==> config.mk <==
export PLATFORM = sky130hd
export DESIGN_NAME = bit_serializer
export DESIGN_NICKNAME = d
export VERILOG_FILES = /design/src/rtl/bit_serializer.sv
export SDC_FILE = /design/constraint.sdc
export NUM_CORES = 1
export LEC_CHECK = 0
export ABC_AREA = 0
export BUFFER_PORTS_ARGS = -buffer_cell sky130_fd_sc_hd__buf_2
export CORE_MARGIN = 5
export CORE_UTILIZATION = 35
export DETAILED_ROUTE_END_ITERATION = 8
export SYNTH_ARGS = -nofsm -noshare
export SYNTH_HDL_FRONTEND = slang
export SYNTH_SLANG_ARGS = --single-unit
==> constraint.sdc <==
create_clock -name clk -period 1.6 [get_ports clk]
set_clock_uncertainty 0.15 [all_clocks]
set_input_delay 0.16 -clock clk [delete_from_list [all_inputs] [get_ports clk]]
set_output_delay 0.16 -clock clk [all_outputs]
set_load 0.05 [all_outputs]
==> src/rtl/bit_serializer.sv <==
// Parallel-to-serial converter with a one-word holding register so that a
// continuous upstream stream produces a gap-free serial bit stream.
module bit_serializer #(
    parameter int WIDTH     = 8,
    parameter bit MSB_FIRST = 1'b1
) (
    input  logic             clk,
    input  logic             reset,
    input  logic [WIDTH-1:0] din,
    input  logic             din_valid,
    output logic             din_ready,
    output logic             a_out,
    output logic             bit_valid,
    output logic             last_bit,
    output logic             busy
);
    localparam int            CW   = (WIDTH > 1) ? $clog2(WIDTH) : 1;
    localparam logic [CW-1:0] LAST = CW'(WIDTH - 1);

    typedef enum logic {IDLE, SHIFT} state_t;

    state_t           state_q, state_d;
    logic [WIDTH-1:0] sr_q, sr_d;
    logic [WIDTH-1:0] hr_q, hr_d;
    logic             hr_full_q, hr_full_d;
    logic [CW-1:0]    cnt_q, cnt_d;

    logic             xfer;
    logic             sr_full;
    logic             at_last;
    logic             out_bit;
    logic [WIDTH-1:0] sr_shifted;

    // Ready depends only on registered state, never on din_valid.
    assign din_ready = ~hr_full_q;
    assign xfer      = din_valid & din_ready;
    assign sr_full   = (state_q == SHIFT);
    assign at_last   = sr_full & (cnt_q == LAST);

    assign out_bit    = MSB_FIRST ? sr_q[WIDTH-1] : sr_q[0];
    assign sr_shifted = MSB_FIRST ? {sr_q[WIDTH-2:0], 1'b0} : {1'b0, sr_q[WIDTH-1:1]};

    always_comb begin
        state_d   = state_q;
        sr_d      = sr_q;
        hr_d      = hr_q;
        hr_full_d = hr_full_q;
        cnt_d     = cnt_q;
        case (state_q)
            IDLE: begin
                if (xfer) begin
                    sr_d    = din;
                    cnt_d   = '0;
                    state_d = SHIFT;
                end
            end
            SHIFT: begin
                if (at_last) begin
                    // Word boundary: refill from HR first, else straight from din.
                    cnt_d = '0;
                    if (hr_full_q) begin
                        sr_d      = hr_q;
                        hr_full_d = 1'b0;
                    end else if (xfer) begin
                        sr_d = din;
                    end else begin
                        sr_d    = '0;
                        state_d = IDLE;
                    end
                end else begin
                    sr_d  = sr_shifted;
                    cnt_d = cnt_q + 1'b1;
                    if (xfer) begin
                        hr_d      = din;
                        hr_full_d = 1'b1;
                    end
                end
            end
            default: state_d = IDLE;
        endcase
    end

    always_ff @(posedge clk or negedge reset) begin
        if (!reset) begin
            state_q   <= IDLE;
            sr_q      <= '0;
            hr_q      <= '0;
            hr_full_q <= 1'b0;
            cnt_q     <= '0;
        end else begin
            state_q   <= state_d;
            sr_q      <= sr_d;
            hr_q      <= hr_d;
            hr_full_q <= hr_full_d;
            cnt_q     <= cnt_d;
        end
    end

    assign bit_valid = sr_full;
    assign a_out     = sr_full & out_bit;
    assign last_bit  = at_last;
    assign busy      = sr_full | hr_full_q;

endmodule

==> impl_metrics.json, run 1 <==
{
  "status": "finished, violations left",
  "violations": "negative setup slack",
  "synthFlopType": "dfrtp_1",
  "synth_top_cells_by_count": "dfrtp_1 (21), nand2_1 (11), mux2_1 (8)",
  "synth.avg_cell_area_um2": 11.1,
  "total_power_mw": 3.09,
  "max_slew_margin_pct": 68.4,
  "synth_area_leaders": "dfrtp_1 (49%), mux2_1 (8.5%), o32a_1 (6.6%), and3b_1 (5.8%), a21boi_1 (4.2%)",
  "nets": 150,
  "worstSetupPathType": "reg2out",
  "drive_above_1_share_pct": 39.7,
  "die_y_um": 65.1,
  "gp_congestion": 0.786,
  "die_w_um": 65.1,
  "cp.arrival_ns": 1.50,
  "synth_edf_count": 0,
  "clock_latency_ns": 0.31,
  "grt_start_max_net_pins": 22,
  "rsz0062_at_grt": "true",
  "powerDensity_mw_per_mm2": 2010,
  "initial_core_util_pct": 35.7,
  "num_io_pins": 16,
  "grt.overflow.total": 0,
  "clock_sinks": 21,
  "rows": 20,
  "synthesis.instances": 96,
  "vias": 914,
  "worst_pin_slew_ns": 0.474,
  "synth_seq_cells": 21,
  "cts_tree": "done",
  "antenna_found_initial": 0,
  "crit_path_max_fanout": 2,
  "hold_path.class": "in2async",
  "area_growth_pct": 44.7,
  "peakVddDrop_mv": 1.08,
  "synth_top_area_share_pct": 49.4,
  "fmax_mhz": 553,
  "startpoint_type": "register",
  "finalCritPeriodShare_pct": 113,
  "async_flop_share_pct": 100,
  "wirelength_mm": 2.82,
  "die-area_mm2": 0.00424,
  "syn_area_mm2": 0.00106,
  "required_ns": 1.29,
  "synth_most_common_cell": "dfrtp_1",
  "p_leak_nw": 0.750,
  "viasPerCell": 5.41,
  "period_minus_slack_ns": 1.81,
  "placedCellCount": 146,
  "core_area_mm2": 0.00298,
  "report.final.slew_viol_count": 0,
  "stdcell_count": 169,
  "synth_seq_area_share_pct": 49.4,
  "dp_hpwl_mm": 1.71,
  "endpoint_kind": "primary output",
  "drc": 0,
  "clk_pin_slew_ns": 0.13,
  "post_drt_wl_per_cell_um": 16.7,
  "cts_buffer_depth": 2,
  "drtIter0Drc": 32,
  "n_antenna_cell": 0,
  "yosys.cell_types.count": 24,
  "root_buffer": "clkbuf_4",
  "regArea_um2": 527,
  "cts_inserted_buffers": 3,
  "multi_input_area_um2": 551,
  "worst_slack_ns": -0.208,
  "nFillCells": 281,
  "yosysTopAreaCell": "dfrtp_1",
  "yosysWarnings": 0,
  "synth_nets": 109,
  "grt_pass1_wl_mm": 4.97,
  "hold_viol": 0,
  "port_buffers": 15,
  "setup_viol": 15,
  "grt_use_total_pct": 15.5,
  "grt_pass1_vias": 973,
  "htreeDepth": 1,
  "ant_nets": 0,
  "max-cap-violations": 0,
  "dr.pass1.iters": 4
}
==> critical path, stage by stage (launching register included) <==
cell and delay, ns:
dfrtp_1 0.42, ha_2 0.21, ha_4 0.16, buf_8 0.12, and2_4 0.14, buf_8 0.14
==> final timing paths <==
| check | from | end | slack (ns) | depth (start not counted) |
|---|---|---|---|---|
| max | cnt_q[0] | last_bit | -0.21 | 5 |
| min | reset | bit_valid | 0.17 | 2 |
| max reg2reg | cnt_q[0] | hr_q[7] | -0.12 | 6 |
| min reg2reg | sr_q[6] | sr_q[7] | 0.36 | 1 |
| max in group asynchronous | reset | bit_valid | 0.79 | 2 |
| min in group clk | din_valid | hr_full_q | 0.18 | 3 |
==> state kept, by name, indices dropped and copies added, names as in the netlist <==
| signal | cells |
|---|---|
| hr_q | 8 |
| sr_q | 8 |
| cnt_q | 3 |
| bit_valid | 1 |
| hr_full_q | 1 |
==> report_power, final <==
part | switching, mW | leakage, nW | total (mW) | internal (mW)
logic | 0.855 | 0.483 | 1.85 | 1.00
clock network | 0.178 | 0.0177 | 0.272 | 0.0935
registers | 0.170 | 0.249 | 0.968 | 0.798
total | 1.20 | 0.750 | 3.09 | 1.89
==> layout by cell type (no fill, tap or decap), types with 2 or more instances in the layout <==
master	Yosys	routed
clkbuf_4	0	3
buf_8	0	4
dlygate4sd3_1	0	9
o22ai_1	3	3
buf_12	0	2
buf_6	1	3
dfrtp_1	21	20
and3_1	7	7
o21ai_0	2	2
o32a_1	7	7
nand2_1	11	11
inv_1	4	3
a21boi_1	6	6
buf_4	0	12
and3b_1	7	7
buf_2	0	11
mux2_4	0	8
==> logic make-up (layout without fill, tap and decap cells) <==
| group | after synthesis | in the layout | synth area share (%) |
|---|---|---|---|
| AND/OR/NAND/NOR | 33 | 33 | 19.2 |
| AO/OA/AOI/OAI | 22 | 22 | 16.4 |
| flip-flops | 21 | 21 | 49.4 |
| buffers and inverters | 10 | 50 | 4.23 |
| multiplexers | 8 | 8 | 8.47 |
| adder cells (fa/ha/maj) | 2 | 2 | 2.35 |
==> cell type report <==
type / instances / share of cell area (%)
inverter: 4 / 1.22
timing repair inverter: 1 / 0.325
sequential: 21 / 34.2
multi-input combinational: 65 / 35.8
clock buffer: 3 / 1.46
clock inverter: 1 / 0.325
timing repair buffer: 41 / 24.0
tap: 33 / 2.68
==> metal layers <==
metal	routed length [um]	up-vias	GRT usage (%)
li1	-	431	-
met1	1300	453	20.6
met2	1350	26	24.4
met3	152	4	5.30
met4	23	0	3.89
met5	0	-	0
==> stage by stage <==
stage               area [um2]  setup slack, ns  hold WS (ns)  TNS, ns  utilization (%)
floorplan                 1090          -0.0673        -0.286   -0.573                -
global placement          1240           -0.138       0.00160    -1.05             41.6
detailed placement        1240           -0.161       0.00506    -1.20             41.6
CTS                       1520           -0.199         0.181    -1.06             51.1
global route              1540           -0.251         0.173    -1.69             51.7
finish                    1540           -0.208         0.170    -1.24             51.7
==> repair_timing <==
item / 4_1_cts / 5_1_grt
setup buffers: 8 / 1
hold buffers: 9 / 0
gates resized for setup: 22 / 3
gates cloned: 1 / 0
endpoints found under the setup margin: 13 / 19
hold endpoints to repair: 29 / 0
pin swaps: 2 / 0
No activity file was read; power rests on OpenSTA's default activity.
==> run 2: changes to the inputs <==
Settings changed: CELL_PAD_IN_SITES_DETAIL_PLACEMENT from default to 1, CELL_PAD_IN_SITES_GLOBAL_PLACEMENT from default to 1, PLACE_DENSITY_LB_ADDON from default to 0.1.
==> run 2 against run 1 <==
The run still ends with negative setup slack left. Hold slack better by 0.0092 ns. Largest cell class unchanged. Critical endpoint unchanged. Register-to-register slack worse by 0.04 ns. Critical path type unchanged. Sequential cell count unchanged.
==> impl_metrics.json, run 2 (synthesized netlist as in run 1, its figures left out) <==
{
  "status": "finished, violations left",
  "violations": "negative setup slack",
  "drive_above_1_share_pct": 40.3,
  "port_buffers": 15,
  "top_regs": "hr_q (8), sr_q (8), cnt_q (3)",
  "max-cap-violations": 0,
  "htreeDepth": 1,
  "seqPwrFrac_pct": 31.2,
  "peakVddDrop_mv": 0.720,
  "area_growth_pct": 45.2,
  "root_buffer": "clkbuf_4",
  "cts_buffer_depth": 2,
  "cts_tree": "done",
  "viasPerCell": 5.24,
  "grt.overflow.total": 0,
  "fmax_mhz": 561,
  "p_leak_nw": 0.759,
  "setup_viol": 13,
  "startpoint_type": "register",
  "pwr-share-comb_pct": 60.1,
  "p_sw_mw": 1.21,
  "crit_chain": "ha_2 > ha_4 > buf_8 > and2_4 > buf_8",
  "period_minus_slack_ns": 1.78,
  "ant_nets": 0,
  "worstSetupPathType": "reg2out",
  "final_cell_mix": "dfrtp_1 (20), buf_4 (16), nand2_1 (11), buf_2 (11), dlygate4sd3_1 (9)",
  "grt_pass1_wl_mm": 5.16,
  "die_w_um": 65.1,
  "endpoint_kind": "primary output",
  "drc": 0,
  "core_area_mm2": 0.00298,
  "slowest_delay_ns": 0.41,
  "vias": 902,
  "swShare_pct": 39.1,
  "cts_inserted_buffers": 3,
  "hold_viol": 0,
  "post_drt_wl_per_cell_um": 17.8,
  "stdcell_count": 172,
  "place_area_mm2": 0.00125,
  "clkPwrFrac_pct": 8.6,
  "clock_latency_ns": 0.30,
  "clk_pin_slew_ns": 0.12,
  "max_slew_margin_pct": 66.7,
  "grt_start_max_net_pins": 22,
  "nets": 153,
  "finalCritPeriodShare_pct": 111,
  "drtIter0Drc": 18,
  "worst_slack_ns": -0.183,
  "wirelength_mm": 3.06,
  "worst_pin_slew_ns": 0.500,
  "grt_pass1_vias": 991,
  "required_ns": 1.29,
  "die-area_mm2": 0.00424,
  "antenna_found_initial": 0,
  "gp_congestion": 0.725,
  "powerDensity_mw_per_mm2": 2010,
  "initial_core_util_pct": 35.7,
  "finish.utilization_pct": 51.8,
  "hold_slack_ns": 0.179,
  "crit_path_max_fanout": 2,
  "rows": 20,
  "cp.arrival_ns": 1.47,
  "nFillCells": 321,
  "num_io_pins": 16,
  "dp_hpwl_mm": 1.95,
  "hold_path.class": "in2async",
  "n_antenna_cell": 0,
  "p_int_mw": 1.89,
  "dr.pass1.iters": 4,
  "clock_sinks": 21,
  "cpMostUsedCell": "buf_8",
  "placedCellCount": 146,
  "grt_use_total_pct": 16.0,
  "report.final.slew_viol_count": 0,
  "rsz0062_at_grt": "true",
  "layout_commonest_cell": "dfrtp_1",
  "design_area_mm2": 0.00154,
  "critical-path-slowest-cell": "dfrtp_1",
  "die_y_um": 65.1
}
[run 2: routing by layer]
metal | vias to the layer above | share of wire [%] | GRT usage [%] | wire [um]
met2 | 8 | 50 | 26.9 | 1520
li1 | 436 | - | - | -
met3 | 2 | 2.2 | 2.39 | 66
met5 | - | 0 | 0 | 0
met1 | 456 | 48 | 21.4 | 1450
met4 | 0 | 0.49 | 4.66 | 15
[run 2: worst paths after layout]
path                       startpoint   endpoint  slack, ns  cells past startpoint
max                          cnt_q[0]   last_bit      -0.18                      5
min                             reset  hr_full_q       0.18                      2
max reg2reg                  cnt_q[0]    hr_q[6]      -0.16                      6
min reg2reg                   sr_q[5]    sr_q[6]       0.37                      1
max in group asynchronous       reset  bit_valid       0.75                      2
min in group clk            din_valid  hr_full_q       0.18                      3
[run 2: area by class of cell]
class / instances / area (um2) / share of cell area, %
inverter: 4 / 18.8 / 1.22
sequential: 21 / 527 / 34.1
timing repair inverter: 1 / 5.00 / 0.324
tap: 33 / 41.3 / 2.67
multi-input combinational: 65 / 551 / 35.7
timing repair buffer: 44 / 375 / 24.3
clock buffer: 4 / 26.3 / 1.70
[run 2: what timing repair did]
action                     CTS  global route
setup endpoints to repair   12            18
gates resized for setup     23             3
hold buffers                 9             0
pin swaps                    2             0
cloned                       1             0
setup buffers               10             2
hold endpoints to repair    29             0
[run 2: worst max-delay path: cells and delay by family, from the launching register on]
| kind | cells | cell delay (ns) |
|---|---|---|
| simple gates | 1 | 0.13 |
| fa+ha+maj | 2 | 0.37 |
| buf+inv | 2 | 0.26 |
| flops | 1 | 0.41 |
[run 2: power by group through the flow]
| stage | combinational, mW | sequential (mW) | clock, mW |
|---|---|---|---|
| after floorplan | 0.990 | 0.967 | 0 |
| after global placement | 1.38 | 0.976 | 0 |
| after detailed placement | 1.43 | 0.993 | 0 |
| after CTS | 1.83 | 0.969 | 0.272 |
| after global routing | 2.03 | 0.996 | 0.295 |
| final | 1.86 | 0.968 | 0.267 |
[run 2: per-stage QoR]
| step | total power, mW | setup TNS (ns) | setup WS, ns |
|---|---|---|---|
| floorplan | 1.96 | -0.573 | -0.0673 |
| global placement | 2.36 | -1.05 | -0.136 |
| detailed placement | 2.42 | -1.59 | -0.206 |
| CTS | 3.07 | -1.39 | -0.198 |
| global route | 3.32 | -1.77 | -0.221 |
| finish | 3.10 | -1.31 | -0.183 |
==> run 3: changes to the inputs <==
Settings changed: CORE_MARGIN 5 to 1.5, CORE_UTILIZATION 35 to 41, CTS_BUF_LIST from default to sky130_fd_sc_hd__clkbuf_8.
==> run 3 against run 2 <==
Global-route usage increased by 6.2 points. Combinational power decreased by 9%. Non-clock buffer count decreased by 6. The run still ends with negative setup slack left. Hold slack got worse by 0.17 ns. Worst setup slack improved by 0.074 ns. Die area decreased by 31%. Critical path depth unchanged. Final cell count decreased by 5.8%. Clock power increased by 34%. Register-to-register slack improved by 0.06 ns. Core utilization increased by 8.7 points. Critical endpoint unchanged.
==> impl_metrics.json, run 3 (synthesized netlist as in run 1, its figures left out) <==
{
  "num_io_pins": 16,
  "die-area_mm2": 0.00291,
  "finish.utilization_pct": 60.6,
  "hold_viol": 0,
  "crit_path_max_fanout": 2,
  "max_slew_margin_pct": 67.7,
  "crit_end": "last_bit",
  "clk_pin_slew_ns": 0.08,
  "period_minus_slack_ns": 1.71,
  "drtIter0Drc": 12,
  "clock_sinks": 21,
  "p_leak_nw": 0.731,
  "n_antenna_cell": 0,
  "grt.overflow.total": 0,
  "hold_path.class": "in2reg",
  "vias": 888,
  "status": "finished, violations left",
  "post_drt_wl_per_cell_um": 17.5,
  "rsz0062_at_grt": "true",
  "cp.arrival_ns": 1.40,
  "drc": 0,
  "nFillCells": 265,
  "layout_commonest_cell": "dfrtp_1",
  "startpoint_type": "register",
  "antenna_found_initial": 0,
  "report.final.slew_viol_count": 0,
  "initial_core_util_pct": 43.3,
  "clock_latency_ns": 0.26,
  "grt_start_max_net_pins": 22,
  "area_growth_pct": 39.8,
  "crit_path_start": "cnt_q[0]",
  "gp_congestion": 0.701,
  "port_buffers": 15,
  "finalCritPeriodShare_pct": 107,
  "design_area_mm2": 0.00149,
  "max-cap-violations": 0,
  "cts_buffer_depth": 2,
  "nets": 146,
  "worst_slack_ns": -0.110,
  "tns_ns": -0.869,
  "grt_pass1_vias": 900,
  "ant_nets": 0,
  "viasPerCell": 5.48,
  "die_y_um": 53.9,
  "r2r_cells": 6,
  "worstSetupPathType": "reg2out",
  "total_power_mw": 3.03,
  "grt_pass1_wl_mm": 4.48,
  "cts_inserted_buffers": 3,
  "dr.pass1.iters": 4,
  "rows": 18,
  "r2r_start": "cnt_q[0]",
  "wirelength_mm": 2.83,
  "final_cell_mix": "dfrtp_1 (20), buf_4 (13), nand2_1 (11), buf_2 (11)",
  "drive_above_1_share_pct": 38.6,
  "place_area_mm2": 0.00123,
  "die_w_um": 53.9,
  "r2r_setup_slack_ns": -0.10,
  "required_ns": 1.29,
  "worst_pin_slew_ns": 0.484,
  "fmax_mhz": 585,
  "violations": "negative setup slack",
  "root_buffer": "clkbuf_8",
  "htreeDepth": 1,
  "cts_tree": "done",
  "dp_hpwl_mm": 1.77,
  "grt_use_total_pct": 22.2,
  "timing.rr.end": "hr_q[6]",
  "powerDensity_mw_per_mm2": 2040,
  "endpoint_kind": "primary output",
  "setup_viol": 9,
  "core_area_mm2": 0.00245,
  "peakVddDrop_mv": 1.22,
  "top_regs": "hr_q (8), sr_q (8), cnt_q (3)"
}
## run 3: layout make-up
| class | instances | area [um2] | area share, % |
|---|---|---|---|
| Multi-Input combinational cell | 65 | 548 | 36.9 |
| Sequential cell | 21 | 527 | 35.4 |
| Timing Repair Buffer | 38 | 309 | 20.8 |
| Clock buffer | 3 | 41.3 | 2.78 |
| Tap cell | 30 | 37.5 | 2.53 |
| Inverter | 4 | 18.8 | 1.26 |
| Clock inverter | 1 | 5.00 | 0.337 |
## run 3: worst max-delay path, cell delays in order, from the launching register on
cell and delay (ns):
dfrtp_1 0.39, ha_2 0.20, ha_4 0.16, buf_6 0.11, and2_4 0.14, buf_8 0.14
## run 3: timing repair
item / in CTS / in global routing
buffers inserted: 3 / 5
hold buffers: 7 / 1
hold endpoints to repair: 27 / 1
gates resized for setup: 17 / 1
pin swaps: 2 / 0
endpoints found under the setup margin: 11 / 18
## run 3: worst min-delay path by stage
stage | start | endpoint | slack, ns | cells after the start
2_1_floorplan | reset | bit_valid | -0.29 | 0
6_report | din[7] | hr_q[7] | 0.01 | 2
3_5_place_dp | reset | sr_q[0] | 0.0005 | 1
4_1_cts | din[6] | hr_q[6] | 0.002 | 2
3_3_place_gp | reset | cnt_q[2] | 0.005 | 1
5_1_grt | din[7] | hr_q[7] | 0.01 | 2
## run 3: where the power goes
part           switching [mW]  leakage [nW]  internal [mW]
clock network           0.184        0.0255          0.174
registers               0.166         0.249          0.800
logic                   0.819         0.457          0.884
total                    1.17         0.731           1.86
## run 3: routing by layer
metal | GRT usage, % | vias to the layer above | wire (um)
li1 | - | 420 | -
met1 | 31.1 | 447 | 1320
met2 | 35.4 | 19 | 1420
met3 | 3.33 | 2 | 85
met4 | 6.41 | 0 | 10
met5 | 0 | - | 0
## run 3: stage by stage
step	cells	setup WS [ns]	hold WS, ns
floorplan	96	-0.0673	-0.286
global placement	143	-0.129	0.00522
detailed placement	143	-0.165	0.000478
CTS	157	-0.123	0.00243
global route	162	-0.163	0.0142
finish	162	-0.110	0.0111
